$ cat src/rtl/if_prefetch_unit_if.sv
// Decode-side handshake bundle of the instruction prefetch unit.
// The fetch stage is the master; decode is the slave.
interface if_prefetch_unit_if #(
  parameter int unsigned XLEN = 32
);
  logic            out_valid;
  logic            out_ready;
  logic [31:0]     out_inst;
  logic [XLEN-1:0] out_pc;
  logic [XLEN-1:0] out_pc4;

  modport master (
    output out_valid,
    output out_inst,
    output out_pc,
    output out_pc4,
    input  out_ready
  );

  modport slave (
    input  out_valid,
    input  out_inst,
    input  out_pc,
    input  out_pc4,
    output out_ready
  );
endinterface

$ cat src/rtl/if_prefetch_unit.sv
// RV32 instruction-fetch stage: PC ownership, unified-port fetch with stall,
// prefetch FIFO toward decode, and flush-and-redirect on taken control flow.
module if_prefetch_unit #(
  parameter int unsigned     XLEN     = 32,
  parameter logic [XLEN-1:0] RESET_PC = '0,
  parameter int unsigned     DEPTH    = 4,
  parameter int unsigned     ADDR_W   = 8,
  parameter int unsigned     STALL_W  = 16
) (
  input  logic                       clk,
  input  logic                       rst,
  output logic [ADDR_W-1:0]          imem_addr,
  input  logic [31:0]                imem_rdata,
  input  logic                       mem_busy,
  input  logic                       redirect,
  input  logic [XLEN-1:0]            redirect_pc,
  output logic                       misalign_err,
  output logic [$clog2(DEPTH):0]     fifo_count,
  output logic [STALL_W-1:0]         stall_cnt,
  if_prefetch_unit_if.master         dec
);

  localparam int unsigned PTR_W = $clog2(DEPTH);
  localparam int unsigned CNT_W = PTR_W + 1;

  typedef struct packed {
    logic [XLEN-1:0] pc;
    logic [31:0]     inst;
  } entry_t;

  entry_t             fifo_mem [DEPTH];
  entry_t             head_c;
  logic [XLEN-1:0]    pc;
  logic [PTR_W-1:0]   wr_ptr;
  logic [PTR_W-1:0]   rd_ptr;
  logic [CNT_W-1:0]   count;
  logic [STALL_W-1:0] stall_q;
  logic               err_q;
  logic               valid_c;
  logic               full_c;
  logic               pop_c;
  logic               push_c;

  assign valid_c = (count != '0);
  assign full_c  = (count == CNT_W'(DEPTH));
  assign pop_c   = valid_c && dec.out_ready;
  // A full FIFO still accepts a fetch when the head leaves in the same cycle.
  assign push_c  = !redirect && !mem_busy && (!full_c || pop_c);

  // PC, FIFO storage, pointers and occupancy.
  always_ff @(posedge clk) begin
    if (rst) begin
      pc     <= RESET_PC;
      wr_ptr <= '0;
      rd_ptr <= '0;
      count  <= '0;
      for (int i = 0; i < DEPTH; i++) begin
        fifo_mem[i] <= '0;
      end
    end else if (redirect) begin
      pc     <= {redirect_pc[XLEN-1:2], 2'b00};
      wr_ptr <= '0;
      rd_ptr <= '0;
      count  <= '0;
    end else begin
      if (push_c) begin
        fifo_mem[wr_ptr] <= {pc, imem_rdata};
        wr_ptr           <= wr_ptr + PTR_W'(1);
        pc               <= pc + XLEN'(4);
      end
      if (pop_c) begin
        rd_ptr <= rd_ptr + PTR_W'(1);
      end
      if (push_c && !pop_c) begin
        count <= count + CNT_W'(1);
      end else if (pop_c && !push_c) begin
        count <= count - CNT_W'(1);
      end
    end
  end

  // Saturating count of fetch cycles lost to data accesses on the shared port.
  always_ff @(posedge clk) begin
    if (rst) begin
      stall_q <= '0;
    end else if (mem_busy && !redirect && !full_c && (stall_q != '1)) begin
      stall_q <= stall_q + STALL_W'(1);
    end
  end

  always_ff @(posedge clk) begin
    if (rst) begin
      err_q <= 1'b0;
    end else if (redirect && (redirect_pc[1:0] != 2'b00)) begin
      err_q <= 1'b1;
    end
  end

  assign head_c        = fifo_mem[rd_ptr];
  assign imem_addr     = pc[ADDR_W+1:2];
  assign misalign_err  = err_q;
  assign fifo_count    = count;
  assign stall_cnt     = stall_q;

  assign dec.out_valid = valid_c;
  assign dec.out_inst  = head_c.inst;
  assign dec.out_pc    = head_c.pc;
  // Forced to zero while empty so a cleared FIFO presents an all-zero head.
  assign dec.out_pc4   = valid_c ? (head_c.pc + XLEN'(4)) : '0;

endmodule

$ cat src/flat_wrapper.sv
// flat-port wrapper written by rule: the top's interface ports become plain ports
module if_prefetch_unit_flat 
#(
  parameter int unsigned     XLEN     = 32,
  parameter logic [XLEN-1:0] RESET_PC = '0,
  parameter int unsigned     DEPTH    = 4,
  parameter int unsigned     ADDR_W   = 8,
  parameter int unsigned     STALL_W  = 16
)
  (clk, rst, imem_addr, imem_rdata, mem_busy, redirect, redirect_pc, misalign_err, fifo_count, stall_cnt, dec_out_valid, dec_out_inst, dec_out_pc, dec_out_pc4, dec_out_ready);
  if_prefetch_unit_if #(.XLEN(XLEN)) dec_i ();
  input  logic clk;
  input  logic rst;
  output logic [ADDR_W-1:0] imem_addr;
  input  logic [31:0] imem_rdata;
  input  logic mem_busy;
  input  logic redirect;
  input  logic [XLEN-1:0] redirect_pc;
  output logic misalign_err;
  output logic [$clog2(DEPTH):0] fifo_count;
  output logic [STALL_W-1:0] stall_cnt;
  output wire logic [$bits(dec_i.out_valid)-1:0] dec_out_valid;
  output wire logic [$bits(dec_i.out_inst)-1:0] dec_out_inst;
  output wire logic [$bits(dec_i.out_pc)-1:0] dec_out_pc;
  output wire logic [$bits(dec_i.out_pc4)-1:0] dec_out_pc4;
  input wire logic [$bits(dec_i.out_ready)-1:0] dec_out_ready;
  assign dec_out_valid = dec_i.out_valid;
  assign dec_out_inst = dec_i.out_inst;
  assign dec_out_pc = dec_i.out_pc;
  assign dec_out_pc4 = dec_i.out_pc4;
  assign dec_i.out_ready = dec_out_ready;
  if_prefetch_unit #(.XLEN(XLEN), .RESET_PC(RESET_PC), .DEPTH(DEPTH), .ADDR_W(ADDR_W), .STALL_W(STALL_W)) u_core (.clk(clk), .rst(rst), .imem_addr(imem_addr), .imem_rdata(imem_rdata), .mem_busy(mem_busy), .redirect(redirect), .redirect_pc(redirect_pc), .misalign_err(misalign_err), .fifo_count(fifo_count), .stall_cnt(stall_cnt), .dec(dec_i));
endmodule
$ cat config.mk
export PLATFORM = sky130hd
export DESIGN_NAME = if_prefetch_unit_flat
export DESIGN_NICKNAME = d
export VERILOG_FILES = /design/src/rtl/if_prefetch_unit_if.sv /design/src/rtl/if_prefetch_unit.sv /design/src/flat_wrapper.sv
export SDC_FILE = /design/constraint.sdc
export NUM_CORES = 1
export LEC_CHECK = 0
export ABC_CLOCK_PERIOD_IN_PS = 3900
export BUFFER_PORTS_ARGS = -buffer_cell sky130_fd_sc_hd__buf_4
export CAP_MARGIN = 20
export CORE_UTILIZATION = 40
export DETAILED_ROUTE_END_ITERATION = 6
export PLACE_DENSITY = 0.7
export SYNTH_ARGS = -nofsm -noshare
export SYNTH_HDL_FRONTEND = slang
export SYNTH_SLANG_ARGS = --single-unit
$ cat constraint.sdc
create_clock -name clk -period 3.9 [get_ports clk]
set_input_delay 0.585 -clock clk [delete_from_list [all_inputs] [get_ports clk]]
set_output_delay 0.585 -clock clk [all_outputs]
set_load 0.02 [all_outputs]
; Yosys cells after proc, flatten, opt, wreduce, memory -nomap -nowiden
; Memories as Yosys holds them, arrays and structs flattened. A register that Yosys moved wholly into a read port is not among the register bits.
; Cells that the tools add are included.
[word_totals]
latch_bits = 0
reg_bits = 56
ramBits = 256
inputBits = 69
rom_bits = 0
elab_cells = 54
mem_count = 1
output_inout_bits = 125
[mem_list]
columns = name, words, word_bits, rd, rd_ports_with_merged_regs, wr, line_no
row1 = u_core.fifo_mem, 4, 64, 1, 1, 4, if_prefetch_unit.sv:31  ; entry_t fifo_mem [DEPTH];
[classes]
n_reduce_logical = 21
multipliers = 0
n_lt_le_gt_ge = 0
n_eq_ne = 2
n_div = 0
shift = 0
mux = 16
bitwise_logic = 0
addsub = 7
[ops]
columns = op, count
row1 = 32-bit two-way mux, 3
row2 = "32-bit by 3-bit adder with 32-bit output, second input constant", 2
row3 = 64-bit two-way mux, 1
row4 = 64-bit OR reduction, 1
row5 = "16-bit by 1-bit adder with 16-bit output, second input constant", 1
row6 = "16-bit inequality test, second input constant", 1
row7 = 1-bit logical AND, 9
row8 = 1-bit two-way mux, 7
row9 = 2-bit two-way mux, 3
row10 = 3-bit two-way mux, 2
row11 = 2-bit nonzero test, 3
row12 = 1-bit zero test, 5
row13 = "2-bit by 1-bit adder with 2-bit output, second input constant", 2
row14 = "3-bit by 1-bit adder with 3-bit output, second input constant", 1
row15 = "3-bit == test, second input constant", 1
row16 = 3-bit nonzero test, 1
row17 = "3-bit by 1-bit subtractor with 3-bit output, second input constant", 1
row18 = 2-bit OR reduction, 1
row19 = 1-bit logical OR, 1

; Depth between registers and ports, before layout
; Gate-level depths: netlist (run 1).
[logic_depth]
depth_word = 10
mapped_depth = 10
ltp_nobuf = 9

; Least setup slack after synthesis (run 1)
; No wires, ideal clock.
[synth_path]
kind = reg2out
startpoint = reg (tool-made name)
endpoint = out dec_out_pc4[30]
stages_incl_launch_ff = 9
path_buffers = 2
arrival_time_ps = 2707
path_slack_ps = 608
required_time_ps = 3315
cell_sequence = dfxtp_1 buf_6 buf_12 mux4_1 ha_1 nand2_1 or4_1 or4_1 a21oi_1
[synth_rtl]
columns = element, line_no
row1 = end: declaration, flat_wrapper.sv:25  ; output wire logic [$bits(dec_i.out_pc4)-1:0] dec_out_pc4;

==> out/qor.yml, run 1 <==
drc_errors: 0
drive_above_1_share: 0.260
nFillCells: 3050
rsz0062_at_grt: "no"
use_met2: 0.324
vias: 9814
placement.io_buffers: 189
die-area_mm2: 0.0364
detailed_place_hpwl_mm: 23.0
setup.worst_path.end_class: "primary output"
dr.pass1.iters: 5
wl_per_cell_um: 20.3
layoutNonFillerInstCount: 1788
path_cells: "buf_6, mux4_2, nand4_1, buf_6, or4_4, or4_1, a21oi_1, buf_4"
setup_viol: 0
fin_nets: 1388
seq_area_frac_synth: 0.601
synth-edff-count: 248
crit_path_frequent_cell: "buf_6"
clk_latency_ns: 0.54
period_needed_ns: 3.80
min_path_type: "input pin to flip-flop"
die_h_um: 191
cp_slowest_cell: "or4_4"
cts_tree: "done"
grt.met1_usage: 0.267
hold_viol: 0
met3_usage: 0.0351
fmax_mhz: 263
synth_area_leaders: "edfxtp_1 52%, mux4_2 8.8%, dfxtp_1 7.9%"
status: "finished clean"
clock_sinks: 304
p_per_area_mw_per_mm2: 428
antenna_cells: 0
max_slew_margin: 0.255
finalMaxSlewViolations: 0
areaGrowthSynthToFinish_pct: 19.7
worst_clock_skew_ns: 0.00826
worstSetupStartpointType: "flip-flop"
grt_max_degree: 59
ys_ff_latch: 304
max-cap-violations: 0
layout_common_cells: "248 x edfxtp_1, 215 x buf_4, 178 x nor2_1"
ys_warn_count: 0
worst_pin_slew_ns: 1.11
cellLeakagePower_nw: 6.63
cp_max_fo: 10
yosysTopAreaCellShare: 0.522
rows: 68
crit_arrival_ns: 3.22
clk_pin_slew_ns: 0.06
io_pins: 194
ir_worst_vdd_v: 0.000321
core-area_mm2: 0.0348
overflow: 0
initial_core_util: 0.410
cts_buffer_depth: 3
vias_per_cell: 5.49
totalWireLength_mm: 36.2
htreeDepth: 1
mostFrequentLayoutCell: "edfxtp_1"
tns_ns: 0
synth_area_per_cell_um2: 12.3
rr_startpoint: "u_core.fifo_count[0]"
cts_buffers: 31
post-place-cells: 1728
crit_path_max_incr_delay_ns: 0.56
synthFlopType: "edfxtp_1"
grt_antenna_before_repair: 1
ant_nets: 0
root_buffer: "clkbuf_16"
syn_area_mm2: 0.0143
yosysTopAreaCell: "edfxtp_1"
min_period_over_period: 0.975
track_usage: 0.198
grt_busiest_layer: "met2"
grt_pass1_vias: 9821
critical_path_class: "flip-flop to primary output"
routabilityCongestion: 0.814
async_reset_ff_frac: 0
yosysUniqueCellTypes: 52
dr.first_iter.drc_count: 965
worstHoldStart: "redirect_pc[20]"
cp.required_ns: 3.31
grt_pass1_wl_mm: 55.6
postSynthCellCount: 1158
die_w_um: 191
ff_latch_area_mm2: 0.00858
multi_input_area_mm2: 0.00508
==> layout make-up <==
class | instances | share of cell area
Clock buffer | 40 | 0.0474
Clock inverter | 12 | 0.00652
Inverter | 54 | 0.0119
Multi-Input combinational cell | 701 | 0.298
Sequential cell | 304 | 0.502
Tap cell | 455 | 0.0333
Timing Repair Buffer | 222 | 0.101
==> what timing repair did <==
item | 4_1_cts | 5_1_grt
gates resized for setup | 3 | 7
pin swaps | 0 | 2
hold buffers | 0 | 0
endpoints found under the setup margin | 9 | 3
setup buffers | 3 | 4
gates cloned | 0 | 0
==> critical path, delay by kind of cell, from the launching register on <==
family	cells	cell delay, ns
buf+inv	3	0.51
flops	1	0.38
simple gates	3	1.23
compound gates	1	0.17
mux	1	0.40
==> sequential cells by signal (all words and copies together) (netlist names), named ones only <==
register / flops
u_core.fifo_mem: 248
u_core.pc: 30
u_core.stall_cnt: 16
u_core.fifo_count: 3
u_core.rd_ptr: 2
u_core.wr_ptr: 2
u_core.misalign_err: 1
==> through the flow <==
stage               hold slack (ns)  setup slack (ns)  instance area, um^2   util  total power [mW]
floorplan                     0.485             0.608                14300      -              4.26
finish                        0.322            0.0974                17100  0.491              7.31
CTS                           0.298            0.0309                17000  0.489              7.35
global placement              0.436             0.404                16000  0.461              4.59
detailed placement            0.443             0.336                16000  0.461              4.61
global route                  0.312           0.00376                17100  0.491              7.55
==> cell families after synthesis <==
logic type,after synthesis,share of synthesized area
simple gates,486,0.172
flops,304,0.601
mux,64,0.101
compound gates,100,0.0474
fa+ha+maj,5,0.00491
other cells,1,0.000263
xor+xnor,42,0.0258
buf+inv,156,0.0480
==> final timing paths <==
path / end / slack (ns) / cells past startpoint
setup / recovery: dec_out_pc4[27] / 0.1 / 8
hold reg to reg: u_core.misalign_err / 0.45 / 2
hold / removal: u_core.pc[20] / 0.32 / 3
setup reg to reg: u_core.fifo_mem[2][41] / 0.97 / 5
==> synth_stat cells (3+ instances only) <==
cell / count
a211oi_1: 17
a21o_1: 3
a21oi_1: 22
a311oi_1: 15
and2_1: 4
and3_1: 90
and4_1: 12
buf_1: 9
buf_2: 6
buf_4: 14
buf_6: 3
clkbuf_1: 69
dfxtp_1: 56
edfxtp_1: 248
ha_1: 4
inv_1: 54
mux4_1: 6
mux4_2: 56
nand2_1: 70
nand3_1: 22
nand4_1: 16
nor2_1: 181
nor2b_1: 3
nor3_1: 16
nor3b_1: 4
nor4_1: 19
o21ai_0: 18
o31ai_1: 17
or2_2: 4
or3_1: 18
or4_1: 16
xnor2_1: 33
xor2_1: 9
==> routing by layer <==
metal	up-vias	share of wire	wire, um
met5	-	0	0
met4	0	0.025	902
met3	58	0.081	2920
met2	379	0.48	17300
met1	4781	0.42	15100
li1	4596	-	-
==> report_power, final <==
| group | total [mW] | switching, mW | internal [mW] |
|---|---|---|---|
| logic | 0.804 | 0.490 | 0.314 |
| registers | 3.74 | 0.0910 | 3.65 |
| clock network | 2.76 | 1.18 | 1.58 |
(Power assumes the default switching activity.)
==> inputs of run 2 (changes only) <==
ABC_CLOCK_PERIOD_IN_PS = 3250   (was 3900)
PLACE_DENSITY = 0.72   (was 0.7)
clock period = 3.25 ns   (was 3.9 ns; I/O delays follow)
==> run 2 against run 1 <==
  * The flow now finishes with violations (negative setup slack)
  * Sequential cell count is the same
  * Global-route usage increased by 0.14 points
  * Worst hold slack worse by 0.11 ns
  * Design area up 3.0%
  * Combinational power rose by 27%
  * Via count increased by 3.9%
  * Core utilization grew 1.5 points
  * Sequential share of layout area shrank 1.5 points
  * Sequential power up 20%
  * Critical path type unchanged
  * Largest power group unchanged
  * Highest routed layer unchanged
==> out/qor.yml, run 2 (synthesis gave the netlist of run 1 again) <==
dr.pass1.iters: 5
setup.worst_path.end_class: "primary output"
worst_pin_slew_ns: 1.08
overflow: 0
setup_viol: 17
cts_buffers: 31
vias: 10200
critical_path_class: "flip-flop to primary output"
io_pins: 194
hold_buffers: 0
grt_pass1_vias: 9846
totalWireLength_mm: 37.1
setup_ws_ns: -0.430
p_per_area_mw_per_mm2: 510
htreeDepth: 1
max-cap-violations: 0
cp_max_fo: 7
nFillCells: 2963
p_int_mw: 6.79
wl_per_cell_um: 20.1
die_w_um: 191
period_needed_ns: 3.68
fin_nets: 1436
die-area_mm2: 0.0364
clkPwrFrac: 0.387
swShare: 0.244
switchingPower_mw: 2.19
p_comb_frac: 0.114
regMostFlops: "u_core.fifo_mem"
cp.required_ns: 2.76
initial_core_util: 0.410
seqPwrFrac: 0.499
fmax_mhz: 272
cellLeakagePower_nw: 6.94
vias_per_cell: 5.54
worstSetupStartpointType: "flip-flop"
ir_worst_vdd_v: 0.000404
finalMaxSlewViolations: 0
rows: 68
areaGrowthSynthToFinish_pct: 23.4
utilization: 0.506
antenna_cells: 0
crit_arrival_ns: 3.19
ant_nets: 0
clk_pin_slew_ns: 0.06
multi_input_area_mm2: 0.00517
core-area_mm2: 0.0348
min_path_type: "input pin to flip-flop"
min_period_over_period: 1.13
grt_max_degree: 63
grt_pass1_wl_mm: 55.8
dr.first_iter.drc_count: 741
violations: "negative setup slack"
hold_viol: 0
cts_buffer_depth: 3
detailed_place_hpwl_mm: 23.6
grt_antenna_before_repair: 0
largest_reg_flops: 248
layout_common_cells: "253 x buf_4, 248 x edfxtp_1, 179 x nor2_1"
track_usage: 0.199
max_slew_margin: 0.282
worst_clock_skew_ns: 0.0295
clock_sinks: 304
ff_latch_area_mm2: 0.00858
report.power.total_mw: 8.98
routabilityCongestion: 0.824
placement.io_buffers: 189
drive_above_1_share: 0.295
die_h_um: 191
mostFrequentLayoutCell: "buf_4"
cts_tree: "done"
clk_latency_ns: 0.57
status: "finished, violations left"
rsz0062_at_grt: "yes"
drc_errors: 0
root_buffer: "clkbuf_16"
## run 2: layout make-up
type                    count  area share
clock buffers              40      0.0460
clock inverters            17     0.00938
inverters                  54      0.0115
multi-input cells         701       0.294
flip-flops and latches    304       0.487
well taps                 455      0.0323
repair buffers            270       0.120
## run 2: metal layers
layer | global-route usage | up-vias | share of wire
li1 | - | 4699 | -
met1 | 0.263 | 5057 | 0.41
met2 | 0.334 | 380 | 0.49
met3 | 0.0350 | 63 | 0.072
met4 | 0.0572 | 0 | 0.027
met5 | 0 | - | 0
## run 2: power groups by stage
stage | Combinational (mW) | Sequential [mW] | Clock [mW]
global placement | 0.980 | 4.56 | 0
detailed placement | 0.991 | 4.57 | 0
global route | 1.10 | 4.50 | 3.64
floorplan | 0.578 | 4.53 | 0
finish | 1.02 | 4.48 | 3.47
CTS | 1.01 | 4.48 | 3.49
## run 2: metrics by stage
stage	cells	setup slack (ns)	TNS [ns]	area (um^2)	hold WS [ns]
CTS	1828	-0.435	-4.18	17400	0.191
floorplan	1161	0.0556	0	14300	0.485
finish	1841	-0.430	-3.96	17600	0.210
global route	1841	-0.493	-5.84	17600	0.211
detailed placement	1760	0.0447	0	16200	0.443
global placement	1760	0.0997	0	16200	0.435
## run 2: timing repair
item | CTS | global route
pin swaps | 16 | 10
buffers inserted | 11 | 13
setup endpoints to repair | 25 | 23
cloned | 0 | 0
gates resized for setup | 20 | 30
## run 2: worst paths after layout
check / startpoint / to / slack (ns) / cells past startpoint
setup / recovery: flip-flop / dec_out_pc4[27] / -0.43 / 9
hold / removal: redirect_pc[24] / u_core.pc[24] / 0.21 / 3
setup reg to reg: u_core.fifo_count[2] / u_core.fifo_mem[0][27] / 0.46 / 6
hold reg to reg: u_core.misalign_err / u_core.misalign_err / 0.45 / 2
## run 2: critical path, stage by stage (launching register included)
cell	delay, ns
dfxtp_4	0.40
buf_8	0.15
buf_6	0.13
mux4_2	0.35
nand3_2	0.09
buf_6	0.15
or4_4	0.55
or4_4	0.53
a21oi_2	0.15
buf_6	0.14
==> inputs of run 3 (changes only) <==
ABC_CLOCK_PERIOD_IN_PS = 3400   (was 3250)
PLACE_DENSITY = 0.7   (was 0.72)
clock period = 3.4 ns   (was 3.25 ns; I/O delays follow)
==> run 3 against run 2 <==
  * The flow still finishes with violations (negative setup slack)
  * Sequential cell count stayed put
  * Sequential share of layout area is 0.11 points higher
  * Clock skew is 0.016 ns lower
  * Highest routed layer unchanged
  * Wire length is 0.32% lower
  * Power is 5.9% lower
  * First-iteration DRC count is 11% lower
==> out/qor.yml, run 3 (synthesis gave the netlist of run 1 again) <==
worstSetupStartpointType: "flip-flop"
setup_viol: 14
die_h_um: 191
dr.pass1.iters: 5
core-area_mm2: 0.0348
seqPwrFrac: 0.508
worst_pin_slew_ns: 1.10
switchingPower_mw: 2.05
wl_per_cell_um: 20.2
max_slew_margin: 0.268
die-area_mm2: 0.0364
vias_per_cell: 5.53
rows: 68
min_path_type: "input pin to flip-flop"
initial_core_util: 0.410
finalMaxSlewViolations: 0
status: "finished, violations left"
setup.worst_path.end_class: "primary output"
worst_clock_skew_ns: 0.0136
tns_ns: -1.97
routabilityCongestion: 0.798
hold_viol: 0
stdcell_area_mm2: 0.0176
setup_ws_ns: -0.218
rr_worst_depth: 5
track_usage: 0.199
root_buffer: "clkbuf_16"
hold_slack_ns: 0.241
cts_buffer_depth: 3
grt_pass1_vias: 9987
p_comb_frac: 0.116
post-place-cells: 1745
dr.first_iter.drc_count: 661
endpoint: "dec_out_pc4[25]"
report.power.total_mw: 8.45
period_needed_ns: 3.62
clock_sinks: 304
clk_pin_slew_ns: 0.06
ant_nets: 0
r2r_end: "u_core.fifo_mem[2][21]"
pre_cts_ws_ns: 0.206
cts_tree: "done"
rsz0062_at_grt: "yes"
placed_area_mm2: 0.0162
largest_reg_flops: 248
multi_input_area_mm2: 0.00523
nFillCells: 2927
antenna_cells: 0
regMostFlops: "u_core.fifo_mem"
drc_errors: 0
vias: 10100
layoutNonFillerInstCount: 1829
cp_max_fo: 8
crit_arrival_ns: 3.11
max-cap-violations: 0
swShare: 0.243
htreeDepth: 1
drive_above_1_share: 0.301
ff_latch_area_mm2: 0.00858
die_w_um: 191
fmax_mhz: 276
totalWireLength_mm: 36.9
layout_common_cells: "248 x buf_4, 248 x edfxtp_1, 178 x nor2_1"
grt_antenna_before_repair: 1
grt_max_degree: 63
p_int_mw: 6.39
cts_buffers: 30
fin_nets: 1428
overflow: 0
ir_worst_vdd_v: 0.000452
areaGrowthSynthToFinish_pct: 23.1
min_period_over_period: 1.06
p_per_area_mw_per_mm2: 481
cp.required_ns: 2.89
cellLeakagePower_nw: 6.91
r2r_slack_ns: 0.51
io_pins: 194
clk_latency_ns: 0.55
clkPwrFrac: 0.376
utilization: 0.505
critical_path_class: "flip-flop to primary output"
violations: "negative setup slack"
grt_pass1_wl_mm: 56.0
placement.io_buffers: 189
rr_startpoint: "u_core.fifo_count[0]"
detailed_place_hpwl_mm: 23.4
## run 3: worst max-delay path: stages, from the launching register on
cell and delay, ns:
dfxtp_4 0.35, buf_8 0.13, buf_12 0.14, buf_8 0.13
mux4_2 0.37, nand3_4 0.10, buf_4 0.15, or3_4 0.37
or4_1 0.51, a21oi_1 0.15, buf_4 0.16
## run 3: layout make-up
class,count,share of cell area
Clock inverter,15,0.00748
Sequential cell,304,0.488
Clock buffer,37,0.0455
Tap cell,455,0.0324
Inverter,54,0.0115
Multi-Input combinational cell,701,0.298
Timing Repair Buffer,263,0.117
## run 3: per-layer routing
metal	vias to the layer above	wire, um	global-route usage
met5	-	0	0
met4	0	1010	0.0628
met3	63	2590	0.0342
met2	396	18000	0.329
met1	4982	15300	0.266
li1	4675	-	-
## run 3: worst min-delay path by stage
stage                              startpoint             endpoint  slack, ns  depth (start not counted)
after floorplan              u_core.rd_ptr[1]            flip-flop       0.48                          2
after CTS                     redirect_pc[20]        u_core.pc[20]       0.22                          3
after global placement    u_core.misalign_err  u_core.misalign_err       0.44                          2
after detailed placement  u_core.misalign_err  u_core.misalign_err       0.44                          2
final                         redirect_pc[20]        u_core.pc[20]       0.24                          3
after global routing          redirect_pc[20]        u_core.pc[20]       0.23                          3
## run 3: timing repair
item                       in CTS  in global routing
setup endpoints to repair      16                 18
gates resized for setup        24                 36
hold endpoints to repair        0                  0
hold buffers                    0                  0
pin swaps                      14                 10
buffers inserted               23                  9
## run 3: power groups by stage
stage                     Combinational (mW)  Sequential, mW  Clock (mW)
after floorplan                        0.553            4.33           0
after global placement                 0.913            4.36           0
after detailed placement               0.923            4.37           0
after CTS                              0.960            4.29        3.23
after global routing                    1.05            4.30        3.37
final                                  0.979            4.29        3.18
